File: src/rtl/mux_nx1_flop_rr.sv
// ----------------------------------------------------------------------------
// mux_nx1_flop_rr
//
// Parametrised N-to-1 registered multiplexer with a valid/ready handshake on
// both sides. It replaces the older 2-bit Mux_2x1 + FLOP_D pair.
//
// One of CHANNELS input words (each WIDTH bits) is chosen and captured in a
// single output register stage. The channel is chosen either:
//   MODE = 0 : by the external selector (only if that channel is valid), or
//   MODE = 1 : by round-robin arbitration among the valid channels. The search
//              starts just after the last granted channel and wraps around.
//
// The output register reloads whenever it is empty or being drained
// (load_en = !valid_out || ready_out). So with ready_out held high it accepts
// a new word every cycle.
//
// Ports
//   clok       in   1               clock, all state updates on posedge
//   reset      in   1               synchronous, active-high reset
//   data_in    in   CHANNELS*WIDTH  channel i word at [i*WIDTH +: WIDTH]
//   valid_in   in   CHANNELS        channel i has a word available
//   ready_in   out  CHANNELS        one-hot, channel i word consumed this cycle
//   selector   in   SELW            requested channel (MODE = 0 only)
//   data_out   out  WIDTH           registered selected word
//   sel_out    out  SELW            channel index that produced data_out
//   valid_out  out  1               data_out/sel_out hold a word
//   ready_out  in   1               downstream accepts data_out this cycle
// ----------------------------------------------------------------------------
module mux_nx1_flop_rr #(
  parameter  int WIDTH    = 2,
  parameter  int CHANNELS = 4,
  parameter  int MODE     = 0,
  localparam int SELW     = $clog2(CHANNELS)
) (
  input  logic                      clok,
  input  logic                      reset,
  input  logic [CHANNELS*WIDTH-1:0] data_in,
  input  logic [CHANNELS-1:0]       valid_in,
  output logic [CHANNELS-1:0]       ready_in,
  input  logic [SELW-1:0]           selector,
  output logic [WIDTH-1:0]          data_out,
  output logic [SELW-1:0]           sel_out,
  output logic                      valid_out,
  input  logic                      ready_out
);

  // Output register stage and arbitration state.
  logic [WIDTH-1:0] r_data;
  logic [SELW-1:0]  r_sel;
  logic             r_valid;
  logic [SELW-1:0]  r_rr_ptr;   // last granted channel (MODE = 1)

  // Grant candidates from both policies; MODE picks one of them.
  logic             w_fix_gnt;
  logic [SELW-1:0]  w_fix_idx;
  logic             w_rr_gnt;
  logic [SELW-1:0]  w_rr_idx;
  logic             w_gnt;
  logic [SELW-1:0]  w_gnt_idx;
  logic [WIDTH-1:0] w_mux_data;
  logic             w_load_en;

  assign w_load_en = !r_valid || ready_out;

  // Fixed selection. Comparing against every legal index means an
  // out-of-range selector (non-power-of-2 CHANNELS) just matches nothing.
  // No variable index is used, so no X can propagate.
  always_comb begin
    // NOTE: every combinational output gets a default before any branch.
    // A path that leaves it unassigned would infer a latch.
    w_fix_gnt = 1'b0;
    w_fix_idx = '0;
    for (int i = 0; i < CHANNELS; i++) begin
      if (selector == SELW'(i) && valid_in[i]) begin
        w_fix_gnt = 1'b1;
        w_fix_idx = SELW'(i);
      end
    end
  end

  // Round-robin selection. Each channel gets a search position: the distance
  // after r_rr_ptr, minus one. So r_rr_ptr+1 has position 0, and r_rr_ptr
  // itself has position CHANNELS-1 and is searched last. The valid channel
  // with the smallest position wins.
  always_comb begin
    int best_pos;
    int pos;
    w_rr_gnt = 1'b0;
    w_rr_idx = '0;
    best_pos = CHANNELS;
    pos      = 0;
    for (int i = 0; i < CHANNELS; i++) begin
      pos = i - int'(r_rr_ptr) - 1;
      if (pos < 0) begin
        pos = pos + CHANNELS;
      end
      if (valid_in[i] && pos < best_pos) begin
        best_pos = pos;
        w_rr_gnt = 1'b1;
        w_rr_idx = SELW'(i);
      end
    end
  end

  assign w_gnt     = (MODE == 1) ? w_rr_gnt : w_fix_gnt;
  assign w_gnt_idx = (MODE == 1) ? w_rr_idx : w_fix_idx;

  // Data mux on the granted channel. Constant part-selects only.
  always_comb begin
    w_mux_data = '0;
    for (int i = 0; i < CHANNELS; i++) begin
      if (w_gnt_idx == SELW'(i)) begin
        w_mux_data = data_in[i*WIDTH +: WIDTH];
      end
    end
  end

  // A channel is consumed only when the register really loads this cycle.
  // Held low during reset so a source never sees its word taken and then lost.
  always_comb begin
    ready_in = '0;
    for (int i = 0; i < CHANNELS; i++) begin
      ready_in[i] = !reset && w_load_en && w_gnt && (w_gnt_idx == SELW'(i));
    end
  end

  always_ff @(posedge clok) begin
    // NOTE: state is updated with non-blocking assignments. All registers then
    // sample the pre-edge values, whatever order the statements are in.
    if (reset) begin
      r_data   <= '0;
      r_sel    <= '0;
      r_valid  <= 1'b0;
      r_rr_ptr <= SELW'(CHANNELS - 1);
    end else if (w_load_en) begin
      if (w_gnt) begin
        r_data  <= w_mux_data;
        r_sel   <= w_gnt_idx;
        r_valid <= 1'b1;
        // Fairness advances only on an accepted load, never during a stall.
        if (MODE == 1) begin
          r_rr_ptr <= w_gnt_idx;
        end
      end else begin
        // Nothing to load: drop valid_out but keep the last word and index.
        r_valid <= 1'b0;
      end
    end
  end

  assign data_out  = r_data;
  assign sel_out   = r_sel;
  assign valid_out = r_valid;

endmodule

File: config.mk
export PLATFORM = sky130hd
export DESIGN_NAME = mux_nx1_flop_rr
export DESIGN_NICKNAME = d
export VERILOG_FILES = /design/src/rtl/mux_nx1_flop_rr.sv
export SDC_FILE = /design/constraint.sdc
export NUM_CORES = 1
export LEC_CHECK = 0
export CAP_MARGIN = 20
export CORE_AREA = 2 2 39 41
export DETAILED_ROUTE_END_ITERATION = 10
export DIE_AREA = 0 0 41 43
export PLACE_DENSITY = 0.79
export SYNTH_ARGS = -nofsm -noshare
export SYNTH_HDL_FRONTEND = slang
export SYNTH_SLANG_ARGS = --single-unit
File: constraint.sdc
create_clock -name clok -period 1.3 [get_ports clok]
set_input_delay 0.26 -clock clok [delete_from_list [all_inputs] [get_ports clok]]
set_output_delay 0.26 -clock clok [all_outputs]
set_load 0.005 [all_outputs]
==> flow_metrics.py, run 1 <==
metrics = {
    "synth": {
        "synth_top_family_by_area": "simple AND/OR/NAND/NOR gates",
        "synth-edff-count": 0,
        "seq_area_frac_synth_pct": 26.3,
        "yosysMostFrequentCell": "nor2_1",
        "synth_area_leaders": "dfxtp_1 26%, o41ai_2 8.6%, buf_6 5.9%",
        "synth_top_cells_by_count": "6 x nor2_1, 5 x dfxtp_1, 3 x a21oi_1, 3 x nand3b_1, 3 x nor3_1",
        "synth_top_area_share_pct": 26.3,
        "synth_xor_area_share_pct": 0,
        "synth.net_count": 62,
        "synth_warnings": 0,
        "synth_top_area_cell": "dfxtp_1",
        "synth_mux_area_share_pct": 11.2,
        "synth_fa_ha_area_share_pct": 0,
        "syn-cell-area_um2": 380,
        "synthesis.instances": 45,
        "async_flop_share_pct": 0,
        "ys_seq_elements": 5,
        "syn_area_per_cell_um2": 8.45,
        "synth_cell_types": 20,
        "synthFlopType": "dfxtp_1",
        "synthSimpleGateAreaFrac_pct": 30.3,
        "synth_compound_area_share_pct": 22.4,
    },
    "power": {
        "peakVddDrop_mv": 0.735,
        "leakage_uw": 0.000403,
        "power-per-cell-area_nw_per_um2": 721,
        "fin_total_pwr_uw": 617,
    },
    "drt": {
        "vias": 522,
        "drt-pass1-iter-count": 4,
        "drc_errors": 0,
        "wl_per_cell_um": 13.6,
        "routed_via_density": 4.88,
        "drt-total-wl_um": 1460,
        "drtIter0Drc": 9,
        "ant_nets": 0,
    },
    "placement": {
        "place_ws_ps": -1030,
        "port_buffers": 25,
        "gp_congestion": 0.752,
        "hpwl_um": 983,
    },
    "sta": {
        "fin_tns_setup_ps": -966,
        "drv_slew": 0,
        "setup_violations": 4,
        "post-route-period-util_pct": 120,
        "rsz0062_at_grt": "true",
        "skew_ps": 4.55,
        "worstMarginPinSlew_ps": 422,
        "finalHoldViolations": 0,
        "timing.fmax_mhz": 643,
        "setup_ws_ps": -255,
        "timing.hold.ws_ps": 380,
        "max_slew_margin_pct": 71.9,
        "layout_min_cycle_time_ps": 1560,
    },
    "clock_tree": {
        "htree_levels": 1,
        "cts_buffers": 3,
        "clk_pin_slew_ps": 50,
        "cts_buffer_depth": 2,
        "cts_tree": "yes",
        "clock_tree.root_cell": "clkbuf_4",
        "hold_buffers": 0,
        "clk_latency_ps": 250,
        "numClockSinks": 5,
    },
    "job": {
        "maxCapViolations": 0,
    },
    "floorplan": {
        "std_cell_rows": 14,
        "io_pins": 26,
        "die-area_um2": 1760,
        "die_x_um": 41,
        "fp.dieH_um": 43,
        "start_util_pct": 27.5,
        "core_area_um2": 1380,
    },
    "global_routing": {
        "grt_max_degree": 9,
        "track_usage_pct": 19.8,
        "antenna_found_initial": 0,
        "grt_pass1_wl_um": 2320,
        "overflow": 0,
        "grt_pass1_vias": 550,
    },
    "worst_setup_path": {
        "crit_fanout": 4,
        "cp-start-kind": "input pin",
        "arrival_ps": 1300,
        "end_kind": "output port",
        "worstPathRequired_ps": 1040,
        "critPathKind": "input pin to output port",
    },
    "cells_and_area": {
        "antenna_cells": 0,
        "fin_util_pct": 61.8,
        "ff_latch_area_um2": 103,
        "synthToLayoutAreaGrowth_pct": 125,
        "multi_input_area_um2": 305,
        "layout-drive-gt1-share_pct": 50.5,
        "fillers": 126,
        "layout.nets": 109,
    },
    "worst_hold_path": {
        "holdCritPathClass": "input pin to flip-flop",
    },
    "status": {
        "violations": "negative setup slack",
        "status": "finished with violations",
    },
}
-- metal layers --
| layer | global-route usage, % | up-vias | part of all wire [%] |
|---|---|---|---|
| li1 | - | 258 | - |
| met1 | 19.0 | 241 | 34 |
| met2 | 35.9 | 21 | 59 |
| met3 | 9.42 | 2 | 6.6 |
| met4 | 3.33 | 0 | 0.34 |
| met5 | 0 | - | 0 |
-- state kept, by name, summed over array words and instances (netlist names) --
signal / flops
data_out: 2
sel_out: 2
valid_out: 1
-- layout by cell type (no fill, tap or decap), types with 3 or more instances in the layout --
cell | Yosys | layout
buf_2 | 0 | 4
buf_6 | 2 | 8
nor2_1 | 6 | 6
dlygate4sd2_1 | 0 | 7
clkdlybuf4s50_1 | 0 | 8
dfxtp_1 | 5 | 3
nand3b_1 | 3 | 3
clkbuf_4 | 0 | 3
a21oi_1 | 3 | 3
buf_4 | 1 | 17
-- worst max-delay path: stages --
cell      delay [ps]
buf_8             70
mux4_2           540
nand2b_4         100
buf_6            130
nor3_2            40
buf_2            150
-- final timing paths --
kind	startpoint	to	slack, ps	cells after the start
setup / recovery	selector[1]	ready_in[3]	-260	6
hold / removal	selector[0]	sel_out[0]	380	4
setup reg to reg	valid_out	data_out[1]	50	5
hold reg to reg	data_out[0]	data_out[0]	510	2
-- cell families after synthesis --
kind of cell | count (synthesis)
buffers and inverters | 5
DFF | 5
and+or+nand+nor | 21
AOI/OAI and AO/OA | 11
muxes | 3
-- cell type report --
| class | count | area share [%] |
|---|---|---|
| Tap cell | 16 | 2.34 |
| Timing Repair Buffer | 45 | 46.1 |
| Clock buffer | 4 | 3.07 |
| Multi-Input combinational cell | 35 | 35.7 |
| Inverter | 2 | 0.877 |
| Sequential cell | 5 | 12.0 |
-- what timing repair did --
| action | 4_1_cts | 5_1_grt |
|---|---|---|
| setup endpoints to repair | 13 | 6 |
| pin swaps | 6 | 3 |
| setup buffers | 5 | 1 |
| gates resized for setup | 62 | 8 |
-- per-stage QoR --
stage,instance area [um2],instances
after global placement,739,98
after floorplan,390,45
after CTS,806,106
after detailed placement,739,98
final,856,107
after global routing,856,107
-- power breakdown --
part | internal, uW | total (uW) | switching, uW | leakage [uW]
sequential | 169 | 176 | 7.09 | 0.0000419
combinational | 154 | 254 | 101 | 0.000347
clock | 116 | 187 | 70.7 | 0.0000150
total | 439 | 617 | 179 | 0.000403
Power figures use the tool's default switching activity.
==> run 2: changes to the inputs <==
--- a/config.mk
+++ b/config.mk
@@ -10,6 +10,7 @@
 export DETAILED_ROUTE_END_ITERATION = 10
 export DIE_AREA = 0 0 41 43
 export PLACE_DENSITY = 0.79
+export SETUP_SLACK_MARGIN = 0.3
 export SYNTH_ARGS = -nofsm -noshare
 export SYNTH_HDL_FRONTEND = slang
 export SYNTH_SLANG_ARGS = --single-unit
==> flow_metrics.py, run 2 (synthesis results as in run 1) <==
metrics = {
    "status": {
        "status": "finished with violations",
        "violations": "negative setup slack",
    },
    "worst_hold_path": {
        "holdCritPathClass": "input pin to flip-flop",
        "holdPathStages": 4,
        "worstHoldStart": "valid_in[0]",
        "min_to": "sel_out[0]",
    },
    "power": {
        "clockPowerShare_pct": 28.8,
        "p_comb_share_pct": 44.1,
        "seqPwrFrac_pct": 27.1,
        "fin_total_pwr_uw": 657,
        "p_sw_uw": 193,
        "power-per-cell-area_nw_per_um2": 731,
        "power.internal_uw": 465,
        "leakage_uw": 0.000429,
        "peakVddDrop_mv": 0.461,
        "swShare_pct": 29.3,
    },
    "clock_tree": {
        "cts_tree": "yes",
        "numClockSinks": 5,
        "htree_levels": 1,
        "clk_latency_ps": 250,
        "cts_buffer_depth": 2,
        "cts_buffers": 3,
        "hold_buffers": 0,
        "clock_tree.root_cell": "clkbuf_4",
        "clk_pin_slew_ps": 50,
    },
    "placement": {
        "hpwl_um": 936,
        "port_buffers": 25,
        "gp_congestion": 0.771,
        "placed_area_um2": 732,
        "place_inst": 97,
    },
    "worst_setup_path": {
        "cp-start-kind": "input pin",
        "rrSetupSlack_ps": -20,
        "arrival_ps": 1270,
        "r2r.worst_path.cells": 6,
        "worstPathRequired_ps": 1040,
        "end_kind": "output port",
        "crit_fanout": 4,
        "r2r_end": "data_out[0]",
        "timing.rr.start": "valid_out",
        "critPathKind": "input pin to output port",
    },
    "global_routing": {
        "use_met1_pct": 19.4,
        "overflow": 0,
        "grt.met3_usage_pct": 6.81,
        "antenna_found_initial": 0,
        "grt_util_met2_pct": 35.6,
        "grt_max_degree": 8,
        "busiest_layer": "met2",
        "track_usage_pct": 20.3,
        "grt_pass1_wl_um": 2390,
        "grt_pass1_vias": 609,
    },
    "floorplan": {
        "std_cell_rows": 14,
        "fp.dieH_um": 43,
        "core_area_um2": 1380,
        "die_x_um": 41,
        "io_pins": 26,
        "die-area_um2": 1760,
        "start_util_pct": 27.5,
    },
    "job": {
        "maxCapViolations": 0,
    },
    "drt": {
        "drt-pass1-iter-count": 4,
        "wl_per_cell_um": 13.1,
        "routed_via_density": 4.96,
        "drtIter0Drc": 4,
        "drc_errors": 0,
        "ant_nets": 0,
        "vias": 560,
        "drt-total-wl_um": 1480,
    },
    "sta": {
        "layout_min_cycle_time_ps": 1530,
        "drv_slew": 0,
        "worstMarginPinSlew_ps": 352,
        "post-route-period-util_pct": 118,
        "setup_ws_ps": -229,
        "setup_violations": 5,
        "timing.fmax_mhz": 654,
        "skew_ps": 0.412,
        "finalHoldViolations": 0,
        "max_slew_margin_pct": 76.5,
        "rsz0062_at_grt": "true",
    },
    "cells_and_area": {
        "layout-drive-gt1-share_pct": 63.9,
        "multi_input_area_um2": 317,
        "antenna_cells": 0,
        "fin_area_um2": 900,
        "mostFrequentLayoutCell": "buf_4",
        "synthToLayoutAreaGrowth_pct": 137,
        "ff_latch_area_um2": 106,
        "layout.nets": 115,
        "layout.cells.non_filler": 113,
        "fillers": 117,
        "final_cell_mix": "18 x buf_4, 12 x buf_6, 11 x buf_2, 8 x clkdlybuf4s50_1",
    },
}
==> run 2: cell types whose count changed in the layout (fill, tap and decap cells not counted), moves of 2 or more <==
| cell | before | now |
|---|---|---|
| buf_2 | 4 | 11 |
| dfxtp_2 | 2 | 5 |
| o21ai_1 | 0 | 2 |
| o21ai_0 | 2 | 0 |
| dlygate4sd2_1 | 7 | 2 |
| buf_6 | 8 | 12 |
| dfxtp_1 | 3 | 0 |
==> run 2: worst max-delay path, cell delays in order <==
cell	delay, ps
buf_6	70
mux4_2	540
nand2b_4	100
buf_6	120
nor3_2	40
buf_2	140
==> run 2: final cells by class <==
type	count	area share, %
clock buffer	4	2.92
inverter	2	0.834
multi-input combinational	35	35.2
sequential	5	11.8
tap	16	2.23
timing repair buffer	51	47.0
==> run 2: repair_timing <==
item	4_1_cts	5_1_grt
buffers inserted	11	1
setup endpoints to repair	14	10
resized for setup	91	3
pin swaps	8	2
endpoints found under the hold margin	0	0
==> run 2: power groups by stage <==
stage | clock network, uW | logic [uW] | registers (uW)
global placement | 0 | 206 | 177
finish | 189 | 290 | 178
global route | 205 | 309 | 179
CTS | 198 | 273 | 177
floorplan | 0 | 85.0 | 178
detailed placement | 0 | 210 | 177
==> run 2: worst max path at each step <==
stage	start	to	cells past startpoint
after floorplan	selector[1]	ready_in[0]	5
after global placement	selector[1]	ready_in[0]	5
after detailed placement	selector[1]	ready_in[0]	5
after CTS	selector[1]	ready_in[0]	6
after global routing	selector[1]	ready_in[2]	6
final	selector[1]	ready_in[0]	6
==> run 2: stage by stage <==
stage,utilization (%),hold WS [ps],TNS [ps],worst slack [ps]
global placement,52.9,475,-6260,-1010
detailed placement,52.9,485,-6470,-1020
CTS,63.4,367,-920,-222
global route,65.0,445,-1120,-259
finish,65.0,409,-955,-229
floorplan,-,361,-361,-91.3
==> run 2: per-layer routing <==
metal  vias up  wire [um]
li1        274          -
met1       266        525
met2        18        858
met3         2         78
met4         0         21
met5         -          0
==> run 3: changes to the inputs <==
--- a/config.mk
+++ b/config.mk
@@ -9,8 +9,9 @@
 export CORE_AREA = 2 2 39 41
 export DETAILED_ROUTE_END_ITERATION = 10
 export DIE_AREA = 0 0 41 43
-export PLACE_DENSITY = 0.79
+export PLACE_DENSITY = 0.76
 export SETUP_SLACK_MARGIN = 0.3
 export SYNTH_ARGS = -nofsm -noshare
 export SYNTH_HDL_FRONTEND = slang
 export SYNTH_SLANG_ARGS = --single-unit
+export TNS_END_PERCENT = 20
==> constraint.sdc (replaced) <==
create_clock -name clok -period 1.7 [get_ports clok]
set_input_delay 0.51 -clock clok [delete_from_list [all_inputs] [get_ports clok]]
set_output_delay 0.51 -clock clok [all_outputs]
set_load 0.005 [all_outputs]
==> flow_metrics.py, run 3 (synthesis results as in run 1) <==
metrics = {
    "status": {
        "status": "finished with violations",
        "violations": "negative setup slack",
    },
    "floorplan": {
        "die_x_um": 41,
        "die-area_um2": 1760,
        "std_cell_rows": 14,
        "fp.dieH_um": 43,
        "io_pins": 26,
        "core_area_um2": 1380,
        "start_util_pct": 27.5,
    },
    "clock_tree": {
        "clk_pin_slew_ps": 40,
        "clock_tree.root_cell": "clkbuf_4",
        "numClockSinks": 5,
        "cts_tree": "yes",
        "cts_buffers": 3,
        "cts_buffer_depth": 2,
        "htree_levels": 1,
        "clk_latency_ps": 240,
    },
    "cells_and_area": {
        "final_cell_mix": "18 x buf_4, 8 x clkdlybuf4s50_1, 6 x nor2_1, 6 x dlygate4sd2_1, 5 x buf_2",
        "fin_util_pct": 58.6,
        "synthToLayoutAreaGrowth_pct": 113,
        "fin_area_um2": 811,
        "antenna_cells": 0,
        "mostFrequentLayoutCell": "buf_4",
        "fillers": 140,
        "layout.nets": 107,
        "layout-drive-gt1-share_pct": 47.2,
    },
    "sta": {
        "layout_min_cycle_time_ps": 2060,
        "max_slew_margin_pct": 73.8,
        "timing.fmax_mhz": 485,
        "skew_ps": 0.526,
        "drv_slew": 0,
        "setup_violations": 4,
        "worstMarginPinSlew_ps": 394,
        "post-route-period-util_pct": 121,
        "rsz0062_at_grt": "true",
        "setup_ws_ps": -362,
        "finalHoldViolations": 0,
    },
    "worst_setup_path": {
        "critPathKind": "input pin to output port",
        "arrival_ps": 1550,
        "crit_fanout": 4,
        "end_kind": "output port",
        "worstPathRequired_ps": 1190,
        "cp-start-kind": "input pin",
    },
    "global_routing": {
        "antenna_found_initial": 0,
        "overflow": 0,
        "track_usage_pct": 18.6,
        "grt_pass1_wl_um": 2210,
        "grt_pass1_vias": 524,
        "grt_max_degree": 9,
    },
    "power": {
        "leakage_uw": 0.000381,
        "peakVddDrop_mv": 0.469,
        "power-per-cell-area_nw_per_um2": 563,
        "fin_total_pwr_uw": 456,
    },
    "drt": {
        "drc_errors": 0,
        "drt-pass1-iter-count": 4,
        "vias": 530,
        "routed_via_density": 5.05,
        "wl_per_cell_um": 13.0,
        "ant_nets": 0,
        "drt-total-wl_um": 1360,
        "drtIter0Drc": 6,
    },
    "job": {
        "maxCapViolations": 0,
    },
    "placement": {
        "placed_area_um2": 732,
        "port_buffers": 25,
        "hpwl_um": 945,
        "place_ws_ps": -1130,
        "gp_congestion": 0.782,
    },
    "worst_hold_path": {
        "holdCritPathClass": "flip-flop to flip-flop",
    },
}
## run 3: cell count changes in the layout (fill, tap and decap cells not counted), sizes merged
cell and delta:
buf -13, dlygate4sd2 +4, clkdlybuf4s15 +1
## run 3: timing repair
| action | in CTS | in global routing |
|---|---|---|
| pin swaps | 6 | 2 |
| gates cloned | 0 | 0 |
| endpoints found under the setup margin | 14 | 7 |
| hold buffers | 0 | 0 |
| hold endpoints to repair | 0 | 0 |
| gates resized for setup | 51 | 8 |
| buffers inserted | 4 | 0 |
## run 3: metrics by stage
stage	setup TNS, ps	hold WS [ps]	cells
3_5_place_dp	-6170	495	97
4_1_cts	-1270	504	105
3_3_place_gp	-5880	474	97
2_1_floorplan	-758	479	45
6_report	-1370	499	105
5_1_grt	-1630	531	105
## run 3: power breakdown
part	internal (uW)	switching, uW	leakage, uW	total, uW
logic	114	74.9	0.000325	189
clock network	88.5	45.0	0.0000150	134
registers	129	5.36	0.0000415	134
total	331	125	0.000381	456
## run 3: area by class of cell
| class | instances | area (um2) | share of cell area, % |
|---|---|---|---|
| clock buffers | 4 | 26.3 | 3.24 |
| inverters | 2 | 7.51 | 0.926 |
| multi-input cells | 35 | 293 | 36.1 |
| flip-flops and latches | 5 | 101 | 12.5 |
| well taps | 16 | 20.0 | 2.47 |
| repair buffers | 43 | 363 | 44.8 |
## run 3: critical path, cell delays in order
cell and delay, ps:
buf_8 70, mux4_2 530, nand2b_4 120, buf_6 130, nor3_4 40, buf_2 140
## run 3: final timing paths
| check | from | to | slack, ps | depth (start not counted) |
|---|---|---|---|---|
| hold reg to reg | sel_out[1] | sel_out[1] | 500 | 2 |
| hold / removal | sel_out[1] | sel_out[1] | 500 | 2 |
| setup / recovery | selector[1] | ready_in[0] | -360 | 6 |
| setup reg to reg | valid_out | data_out[0] | 290 | 6 |
## run 3: per-layer routing
layer	up-vias	routed length [um]	global-route usage [%]
li1	259	-	-
met1	253	513	21.6
met2	16	747	30.3
met3	2	89	7.85
met4	0	9	4.00
met5	-	0	0
